### src/rtl/mul_div_unit_pkg.sv
// Shared operation codes, FSM state encoding and op-decoding helpers for
// the iterative multiply/divide unit.
package mul_div_unit_pkg;

    localparam logic [2:0] MDU_OP_NOP   = 3'd0;
    localparam logic [2:0] MDU_OP_MULT  = 3'd1;
    localparam logic [2:0] MDU_OP_MULTU = 3'd2;
    localparam logic [2:0] MDU_OP_DIV   = 3'd3;
    localparam logic [2:0] MDU_OP_DIVU  = 3'd4;
    localparam logic [2:0] MDU_OP_MTHI  = 3'd5;
    localparam logic [2:0] MDU_OP_MTLO  = 3'd6;

    typedef enum logic [1:0] {
        ST_IDLE = 2'd0,
        ST_PREP = 2'd1,
        ST_CALC = 2'd2,
        ST_FIX  = 2'd3
    } mdu_state_e;

    // True for the multi-cycle arithmetic ops (MULT/MULTU/DIV/DIVU).
    function automatic logic op_is_arith(input logic [2:0] op);
        logic r;
        case (op)
            MDU_OP_MULT, MDU_OP_MULTU, MDU_OP_DIV, MDU_OP_DIVU: r = 1'b1;
            default:                                            r = 1'b0;
        endcase
        return r;
    endfunction

    // True for ops that run the restoring-division datapath.
    function automatic logic op_is_div(input logic [2:0] op);
        logic r;
        case (op)
            MDU_OP_DIV, MDU_OP_DIVU: r = 1'b1;
            default:                 r = 1'b0;
        endcase
        return r;
    endfunction

    // True for ops that interpret operands as two's complement.
    function automatic logic op_is_signed(input logic [2:0] op);
        logic r;
        case (op)
            MDU_OP_MULT, MDU_OP_DIV: r = 1'b1;
            default:                 r = 1'b0;
        endcase
        return r;
    endfunction

endpackage

### src/rtl/mul_div_unit_iter_step.sv
// One combinational iteration of the MDU datapath: shift-add for multiply,
// trial-subtract (restoring) for divide, chosen by div_mode_i.
module mul_div_unit_iter_step #(
    parameter int W = 32
) (
    input  logic         div_mode_i,
    input  logic [W-1:0] acc_hi_i,   // MUL: upper product half / DIV: partial remainder
    input  logic [W-1:0] acc_lo_i,   // MUL: lower product + multiplier / DIV: dividend -> quotient
    input  logic [W-1:0] opnd_i,     // MUL: multiplicand / DIV: divisor
    output logic [W-1:0] acc_hi_o,
    output logic [W-1:0] acc_lo_o
);

    logic [W:0]   sum_s;
    logic [W:0]   shifted_s;
    logic         fits_s;
    logic [W-1:0] diff_s;

    // Compute both candidate iterations and select by mode.
    always_comb begin
        sum_s     = {1'b0, acc_hi_i} + (acc_lo_i[0] ? {1'b0, opnd_i} : {(W+1){1'b0}});
        shifted_s = {acc_hi_i, acc_lo_i[W-1]};
        fits_s    = (shifted_s >= {1'b0, opnd_i});
        // When the divisor fits, the true difference is below 2^W, so W bits suffice.
        diff_s    = shifted_s[W-1:0] - opnd_i;
        if (div_mode_i) begin
            acc_hi_o = fits_s ? diff_s : shifted_s[W-1:0];
            acc_lo_o = {acc_lo_i[W-2:0], fits_s};
        end else begin
            acc_hi_o = sum_s[W:1];
            acc_lo_o = {sum_s[0], acc_lo_i[W-1:1]};
        end
    end

endmodule

### src/rtl/mul_div_unit.sv
// Iterative multiply/divide unit with architectural HI/LO registers.
// Flow: IDLE -> PREP (magnitudes) -> CALC (WORD_WIDTH iterations) -> FIX (signs, write HI/LO).
module mul_div_unit
    import mul_div_unit_pkg::*;
#(
    parameter int WORD_WIDTH = 32
) (
    input  logic                  clk,
    input  logic                  rst,
    input  logic                  start,
    input  logic [2:0]            op,
    input  logic [WORD_WIDTH-1:0] inA,
    input  logic [WORD_WIDTH-1:0] inB,
    input  logic                  cancel,
    output logic                  busy,
    output logic                  done,
    output logic [WORD_WIDTH-1:0] hi,
    output logic [WORD_WIDTH-1:0] lo
);

    localparam int W     = WORD_WIDTH;
    localparam int CNT_W = $clog2(W);
    localparam logic [CNT_W-1:0] CNT_LAST = CNT_W'(W - 1);

    // Two's-complement negate when n is set.
    function automatic logic [W-1:0] neg_if(input logic n, input logic [W-1:0] v);
        return n ? ({W{1'b0}} - v) : v;
    endfunction

    mdu_state_e       state_q;
    logic             busy_q, done_q;
    logic [W-1:0]     hi_q, lo_q;
    logic [CNT_W-1:0] cnt_q;
    logic [W-1:0]     acc_hi_q, acc_lo_q, opnd_q;
    logic             div_q, signed_q, sa_q, sb_q;

    logic             sa_s, sb_s;
    logic [W-1:0]     mag_a_s, mag_b_s;
    logic [2*W-1:0]   prod_s;
    logic [W-1:0]     acc_hi_d, acc_lo_d;

    mul_div_unit_iter_step #(.W(W)) u_step (
        .div_mode_i (div_q),
        .acc_hi_i   (acc_hi_q),
        .acc_lo_i   (acc_lo_q),
        .opnd_i     (opnd_q),
        .acc_hi_o   (acc_hi_d),
        .acc_lo_o   (acc_lo_d)
    );

    // Operand signs/magnitudes (meaningful in PREP) and signed product (meaningful in FIX).
    always_comb begin
        sa_s    = signed_q & acc_lo_q[W-1];
        sb_s    = signed_q & opnd_q[W-1];
        mag_a_s = neg_if(sa_s, acc_lo_q);
        mag_b_s = neg_if(sb_s, opnd_q);
        if (sa_q ^ sb_q) begin
            prod_s = {(2*W){1'b0}} - {acc_hi_q, acc_lo_q};
        end else begin
            prod_s = {acc_hi_q, acc_lo_q};
        end
    end

    // Control FSM, datapath registers and architectural HI/LO.
    always_ff @(posedge clk or posedge rst) begin
        if (rst) begin
            state_q  <= ST_IDLE;
            busy_q   <= 1'b0;
            done_q   <= 1'b0;
            hi_q     <= {W{1'b0}};
            lo_q     <= {W{1'b0}};
            cnt_q    <= {CNT_W{1'b0}};
            acc_hi_q <= {W{1'b0}};
            acc_lo_q <= {W{1'b0}};
            opnd_q   <= {W{1'b0}};
            div_q    <= 1'b0;
            signed_q <= 1'b0;
            sa_q     <= 1'b0;
            sb_q     <= 1'b0;
        end else begin
            done_q <= 1'b0;
            case (state_q)
                ST_IDLE: begin
                    // cancel beats a simultaneous start; otherwise accept new work.
                    if (!cancel && start) begin
                        if (op_is_arith(op)) begin
                            acc_lo_q <= inA;
                            opnd_q   <= inB;
                            div_q    <= op_is_div(op);
                            signed_q <= op_is_signed(op);
                            busy_q   <= 1'b1;
                            state_q  <= ST_PREP;
                        end else if (op == MDU_OP_MTHI) begin
                            hi_q <= inA;
                        end else if (op == MDU_OP_MTLO) begin
                            lo_q <= inA;
                        end else begin
                            busy_q <= 1'b0;
                        end
                    end else begin
                        busy_q <= 1'b0;
                    end
                end
                ST_PREP: begin
                    if (cancel) begin
                        busy_q  <= 1'b0;
                        state_q <= ST_IDLE;
                    end else begin
                        sa_q     <= sa_s;
                        sb_q     <= sb_s;
                        acc_hi_q <= {W{1'b0}};
                        // MUL: multiplier rides in acc_lo; DIV: dividend does.
                        acc_lo_q <= div_q ? mag_a_s : mag_b_s;
                        opnd_q   <= div_q ? mag_b_s : mag_a_s;
                        cnt_q    <= {CNT_W{1'b0}};
                        state_q  <= ST_CALC;
                    end
                end
                ST_CALC: begin
                    if (cancel) begin
                        busy_q  <= 1'b0;
                        cnt_q   <= {CNT_W{1'b0}};
                        state_q <= ST_IDLE;
                    end else begin
                        acc_hi_q <= acc_hi_d;
                        acc_lo_q <= acc_lo_d;
                        if (cnt_q == CNT_LAST) begin
                            cnt_q   <= {CNT_W{1'b0}};
                            state_q <= ST_FIX;
                        end else begin
                            cnt_q <= cnt_q + CNT_W'(1);
                        end
                    end
                end
                ST_FIX: begin
                    if (cancel) begin
                        busy_q  <= 1'b0;
                        state_q <= ST_IDLE;
                    end else begin
                        if (div_q) begin
                            // Quotient sign from sA^sB; remainder follows the dividend.
                            lo_q <= neg_if(sa_q ^ sb_q, acc_lo_q);
                            hi_q <= neg_if(sa_q, acc_hi_q);
                        end else begin
                            hi_q <= prod_s[2*W-1:W];
                            lo_q <= prod_s[W-1:0];
                        end
                        done_q  <= 1'b1;
                        busy_q  <= 1'b0;
                        state_q <= ST_IDLE;
                    end
                end
                default: begin
                    busy_q  <= 1'b0;
                    state_q <= ST_IDLE;
                end
            endcase
        end
    end

    assign busy = busy_q;
    assign done = done_q;
    assign hi   = hi_q;
    assign lo   = lo_q;

endmodule

### config.mk
export PLATFORM = sky130hd
export DESIGN_NAME = mul_div_unit
export DESIGN_NICKNAME = d
export VERILOG_FILES = /design/src/rtl/mul_div_unit_pkg.sv /design/src/rtl/mul_div_unit_iter_step.sv /design/src/rtl/mul_div_unit.sv
export SDC_FILE = /design/constraint.sdc
export NUM_CORES = 1
export LEC_CHECK = 0
export ABC_AREA = 1
export ABC_CLOCK_PERIOD_IN_PS = 11600
export CORE_MARGIN = 1.5
export CORE_UTILIZATION = 30
export DETAILED_ROUTE_END_ITERATION = 6
export PLACE_DENSITY = 0.43
export SETUP_SLACK_MARGIN = 0.15
export SLEW_MARGIN = 10
export SYNTH_ARGS = -nofsm -noshare
export SYNTH_HDL_FRONTEND = slang
export SYNTH_SLANG_ARGS = --single-unit
### constraint.sdc
create_clock -name clk -period 11.6 [get_ports clk]
set_clock_uncertainty 0.2 [all_clocks]
set_input_delay 1.74 -clock clk [delete_from_list [all_inputs] [get_ports clk]]
set_output_delay 1.74 -clock clk [all_outputs]
set_load 0.03 [all_outputs]
### Word level (Yosys, flattened, before mapping)

Index checks and enable logic that the tools add are counted.
W data, S select, Z words.

* register bits: 173
* bits in writable memories: 0
* bits in read-only memories: 0
* bits of input ports: 71
* logic and storage cells: 128
* memories: 0
* bits in latches: 0
* output and inout bits: 66

* add/subtract/negate cells: 7
* shift-type cells: 0
* multiply operators: 0
* equality and inequality tests: 23
* order comparisons: 1
* reductions and logical operators: 21
* bitwise logic cells: 4
* multiplexer cells: 59
* divide/modulo/power cells: 0

Operators with widths (count)
* $mux W32: 30
* $pmux W32 S2: 4
* $pmux W32 S3: 1
* $sub A1 B32 Y32 const A: 3
* $mux W64: 1
* $sub A1 B64 Y64 const A: 1
* $add A32 B33 Y33: 1
* $ge A33 B32 Y1: 1
* $sub A32 B32 Y32: 1
* $ne A2 B2 Y1 const B: 9
* $mux W5: 3
* $mux W1: 12
* $reduce_and A3 Y1: 4
* $mux W2: 5
* $pmux W5 S2: 1
* $reduce_and A5 Y1: 2
* $eq A3 B3 Y1 const B: 3
* $ne A4 B4 Y1 const B: 2
* $pmux W2 S4: 1
* $eq A3 B2 Y1 const B: 2
* $reduce_and A6 Y1: 1
* $reduce_bool A2 Y1: 3
* $reduce_or A2 Y1: 3
* $add A5 B1 Y5 const B: 1
* other kinds (17): 20

### Longest topological paths before layout

* word-level depth: 8
* depth in mapped cells: 20
* depth with buffers taken out: 19

### Modules after synthesis

From an unflattened synthesis, not the netlist that was laid out.

* cells, all modules: 3181
* area total of the unflattened synthesis: 19147.1 um^2

By module, submodules not included
* mul_div_unit: instances 1, cells each 1909, area an instance 12867.3 um^2
* mul_div_unit_iter_step: instances 1, cells each 1272, area an instance 6279.8 um^2

### Worst setup path before layout

Ideal clock, no wire load.

* path type: input -> register
* start point: in op[2]
* end point: reg hi_q[2], in the netlist hi[2]
* library setup time: 124 ps
* stages on the path: 10
* path slack: 8413 ps
* arrival: 2864 ps
* path through: inv_1 -> nand2_1 -> nand3_1 -> nand2_1 -> o211a_1 -> o21ai_2 -> inv_2 -> clkbuf_1 -> or2_2 -> a21boi_1

* longest elaborated chain between the ends: 7

RTL lines
* start: declaration: line mul_div_unit.sv:11 `input logic [2:0] op,`
* $eq A3 B1 Y1, or another cell as far along: line mul_div_unit_pkg.sv:23 `case (op)`
* $reduce_or A4 Y1: line mul_div_unit_pkg.sv:23
* $mux W1: line mul_div_unit_pkg.sv:23
* $mux W1: line mul_div_unit.sv:85 `if (!cancel && start) begin`
* $mux W1: line mul_div_unit.sv:82 `case (state_q)`
* $ne A2 B2 Y1 (no line)
* $reduce_and A5 Y1 (no line) (*)
* end signal: assignment: line mul_div_unit.sv:70 `hi_q <= {W{1'b0}};`
* end signal: assignment: line mul_div_unit.sv:94 `hi_q <= inA;`
* end signal: assignment: line mul_div_unit.sv:143 `hi_q <= neg_if(sa_q, acc_hi_q);`
* end: declaration: line mul_div_unit.sv:32 `logic [W-1:0] hi_q, lo_q;`

Every way passes the cells marked *; elsewhere a longest branch is shown, timed or not. The select of a mux whose other input is x is not followed.
A chain may end at the register's enable or synchronous reset.

### Worst setup path after layout

* start point: reg acc_hi_q[27]
* end point: reg acc_hi_q[13]

* longest elaborated chain between the ends: 5

RTL lines
* start: declaration: line mul_div_unit.sv:34 `logic [W-1:0] acc_hi_q, acc_lo_q, opnd_q;`
* start signal: assignment: line mul_div_unit.sv:73 `acc_hi_q <= {W{1'b0}};`
* start signal: assignment: line mul_div_unit.sv:111 `acc_hi_q <= {W{1'b0}};`
* start signal: assignment: line mul_div_unit.sv:125 `acc_hi_q <= acc_hi_d;`
* $ge A33 B32 Y1: line mul_div_unit_iter_step.sv:23 `fits_s = (shifted_s >= {1'b0, opnd_i});`
* $mux W32: line mul_div_unit_iter_step.sv:27 `acc_hi_o = fits_s ? diff_s : shifted_s[W-1:0];`
* $mux W32: line mul_div_unit_iter_step.sv:26 `if (div_mode_i) begin`
* $mux W32: line mul_div_unit.sv:120 `if (cancel) begin`
* $pmux W32 S2: line mul_div_unit.sv:82

No other way between the ends. The select of a mux whose other input is x is not followed.

==> flow_summary.rst <==
.. list-table::
   :header-rows: 1

   * - Metric
     - Value
   * - Total I/O pin count
     - 137
   * - Synth top area share
     - 22.8%
   * - Least-Margin Pin Slew
     - 1.05 ns
   * - Clock tree root buffer cell
     - clkbuf_16
   * - Core Rows
     - 92
   * - Max Slew Vio Count
     - 0
   * - Cell type with the largest total area after synthesis
     - dfrtp_1
   * - R2R setup slack
     - 7.48 ns
   * - Minimum clock period after layout
     - 4.12 ns
   * - Number of nets in the synthesized netlist
     - 3364
   * - Placed cell areas
     - 21000 µm²
   * - Source-to-sink clock delay at the later pin of the worst-skew pair
     - 0.51 ns
   * - Proportion of synthesized chip area in sequential cells
     - 22.8%
   * - Area of the core
     - 62700 µm²
   * - Count of nets after finishing
     - 3414
   * - Vertical die dimension
     - 254 µm
   * - Yosys warning total
     - 0
   * - TritonCTS clock tree
     - built
   * - Diode count
     - 0
   * - Max FO, Critical Path
     - 30
   * - Aggregate negative setup slack
     - 0 ns
   * - Clock slew at the register clock pins of the worst setup and hold paths
     - 0.09 ns
   * - Largest cells by area after synthesis
     - dfrtp_1, nand2_1, inv_1
   * - Largest net degree at the start of global routing
     - 94
   * - Number of global-route vias before repair
     - 20.9k
   * - Area added between synthesis and finish
     - 14.0%
   * - Share of synthesized cell area in and, or, nand and nor gates
     - 40.5%
   * - Number of buffers on the longest clock path
     - 2
   * - Reg-to-reg critical path startpoint
     - acc_hi_q[27]
   * - Number of storage elements in the synthesis netlist
     - 173
   * - Placer's final routability congestion estimate
     - 0.985
   * - Period Utilization, post-route
     - 35.5%
   * - Hold-critical path depth
     - 2
   * - Worst-case vdd ir drop
     - 147 µV
   * - CTS Sinks
     - 173
   * - Worst path required time
     - 11.79 ns
   * - Wire length of the first global-routing pass
     - 146 mm
   * - Max Clk Rate
     - 243 MHz
   * - Critical path origin
     - acc_hi_q[27]
   * - Type of the most critical hold path
     - flop to flop
   * - Most used DFF post-synth
     - dfrtp_1
   * - Die area
     - 64800 µm²
   * - Power density over cell area
     - 347 nW/µm²
   * - Total Routing Usage GR
     - 31.6%
   * - Synth unique cells
     - 61
   * - Top-count cell post-synth
     - nand2_1
   * - Final instance area
     - 21600 µm²
   * - Compound-cell area share of the yosys netlist
     - 16.9%
   * - Count of final setup violators
     - 0
   * - Vias post-DR
     - 22.2k
   * - Die span in x
     - 254 µm
   * - Routed length per instance
     - 24.8 µm
   * - Share of the synthesized netlist area taken by xor and xnor gates
     - 3.19%
   * - Mapped Area
     - 19000 µm²
   * - Vias per cell
     - 5.38
   * - Mux share of post-synthesis cell area
     - 0%
   * - CTS H-Tree Depth
     - 4
   * - Worst setup path endpoint
     - acc_hi_q[13]
   * - Number of failing hold endpoints at the final stage
     - 0
   * - Post-place setup slack
     - 6.97 ns
   * - DRC viols
     - 0
   * - Synthesized-area fraction occupied by adder cells
     - 5.03%
   * - Per-instance average area after synthesis
     - 5.90 µm²
   * - Max Cap Viol
     - 0
   * - Estimated wirelength of the detail-placed design
     - 81.6 mm
   * - Worst Setup Start Kind
     - flop
   * - Cts bufs inserted
     - 17
   * - 1st-pass router iterations
     - 5
   * - Static Leak
     - 10.5 nW
   * - Post-synthesis cell count
     - 3218
   * - Count of cells resized by post-cts repair
     - 0
   * - CTS Hold Bufs
     - 0
   * - Grt total ovfl
     - 0
   * - Leading post-synthesis cells by instance count
     - nand2_1, inv_1, nor2_1, nand3_1, a21oi_1
   * - Setup bufs post-CTS
     - 0
   * - Wire length after detailed routing
     - 102 mm
   * - RSZ-0062 raised after global routing
     - false
   * - Worst slew slack as a fraction of its limit
     - 29.6%
   * - Count of buffers inserted at the top-level ports
     - 136
   * - Fraction of registers with async set/reset
     - 100%
   * - Combinational family with the most area after synthesis
     - simple AND/OR/NAND/NOR gates
   * - Fraction of layout instances using a drive strength above 1
     - 5.18%
   * - Worst Reg2Reg Path Length in Cells
     - 11
   * - Starting utilization of the core area
     - 30.2%
   * - 1st-iter DRT viols
     - 2266
   * - Kind of end point of the critical path
     - flop
   * - Crit path kind
     - flop to flop
   * - Result of the run
     - completed
   * - Number of routed nets with antenna violations
     - 0
   * - Final critical-path setup slack
     - 7.48 ns
   * - Data arrival time of the worst path
     - 4.31 ns
   * - Number of flops mapped to enable cells by yosys
     - 0
   * - Initial antenna violation count
     - 3
   * - Reg-to-Reg End
     - acc_hi_q[13]
[through the flow]
| step | hold WS [ns] | instances | util, % | power (W) |
|---|---|---|---|---|
| after detailed placement | 0.268 | 4095 | 33.5 | 0.00671 |
| after floorplan | 0.267 | 3218 | - | 0.00471 |
| final | 0.289 | 4127 | 34.5 | 0.00750 |
| after global placement | 0.277 | 4095 | 33.5 | 0.00670 |
| after global routing | 0.322 | 4127 | 34.5 | 0.00803 |
| after CTS | 0.294 | 4127 | 34.5 | 0.00740 |
[report_power, final]
group,switching (W),internal [W]
Clock,0.000334,0.000336
Sequential,0.000530,0.000891
Combinational,0.00381,0.00159
Total,0.00468,0.00282
[state kept, by name, summed over array words and instances, names as in the netlist]
signal	cells
acc_hi_q	32
acc_lo_q	32
hi	32
lo	32
opnd_q	32
cnt_q	5
state_q	2
busy	1
div_q	1
done	1
sa_q	1
sb_q	1
signed_q	1
[area by class of cell]
| cell class | count | area (µm²) |
|---|---|---|
| Multi-Input combinational cell | 2500 | 12500 |
| Sequential cell | 173 | 4330 |
| Tap cell | 846 | 1060 |
| Clock inverter | 15 | 215 |
| Fill cell | 7086 | 41100 |
| Clock buffer | 17 | 425 |
| Inverter | 415 | 1570 |
| Timing Repair Buffer | 161 | 1550 |
[worst max-delay path: stages (launching register included)]
cell	delay [ns]
dfrtp_1	0.75
ha_1	0.39
inv_1	0.12
o21ai_0	0.18
o21ai_0	0.22
nand3_1	0.19
a21oi_2	0.59
nand2_4	0.46
nor2_4	0.49
nand2_1	0.21
nand4_1	0.11
nand2_1	0.06
[metal layers]
metal / track usage [%] / wire length (µm) / vias up / share of wire (%)
li1: - / - / 10500 / -
met1: 45.3 / 47200 / 10700 / 46
met2: 47.1 / 43900 / 846 / 43
met3: 4.30 / 6670 / 136 / 6.5
met4: 13.8 / 4610 / 0 / 4.5
met5: 0 / 0 / - / 0
[logic make-up after synthesis]
logic type | after synthesis
buf+inv | 545
fa+ha+maj | 75
flops | 173
simple gates | 1806
xor+xnor | 69
compound gates | 550
[worst min-delay path by stage]
stage                      start  slack (ns)     end
after floorplan             sb_q        0.27    sb_q
after global placement     lo[2]        0.28   lo[2]
after detailed placement  hi[11]        0.27  hi[11]
after CTS                  lo[2]        0.29   lo[2]
after global routing      hi[11]        0.32  hi[11]
final                      lo[2]        0.29   lo[2]
[cells in the final DEF (no fill, tap or decap), drive strengths merged, types with 29 or more instances in the layout]
cell / Yosys / final
xor2: 57 / 57
o211ai: 56 / 56
clkdlybuf4s50: 0 / 136
nor2: 357 / 357
dfrtp: 173 / 173
nand3: 294 / 294
or2: 29 / 29
a2bb2oi: 30 / 30
nand4: 53 / 53
nand2: 1031 / 1031
inv: 411 / 422
o21ai: 191 / 191
ha: 73 / 73
a21oi: 200 / 200
Power figures use the tool's default switching activity.
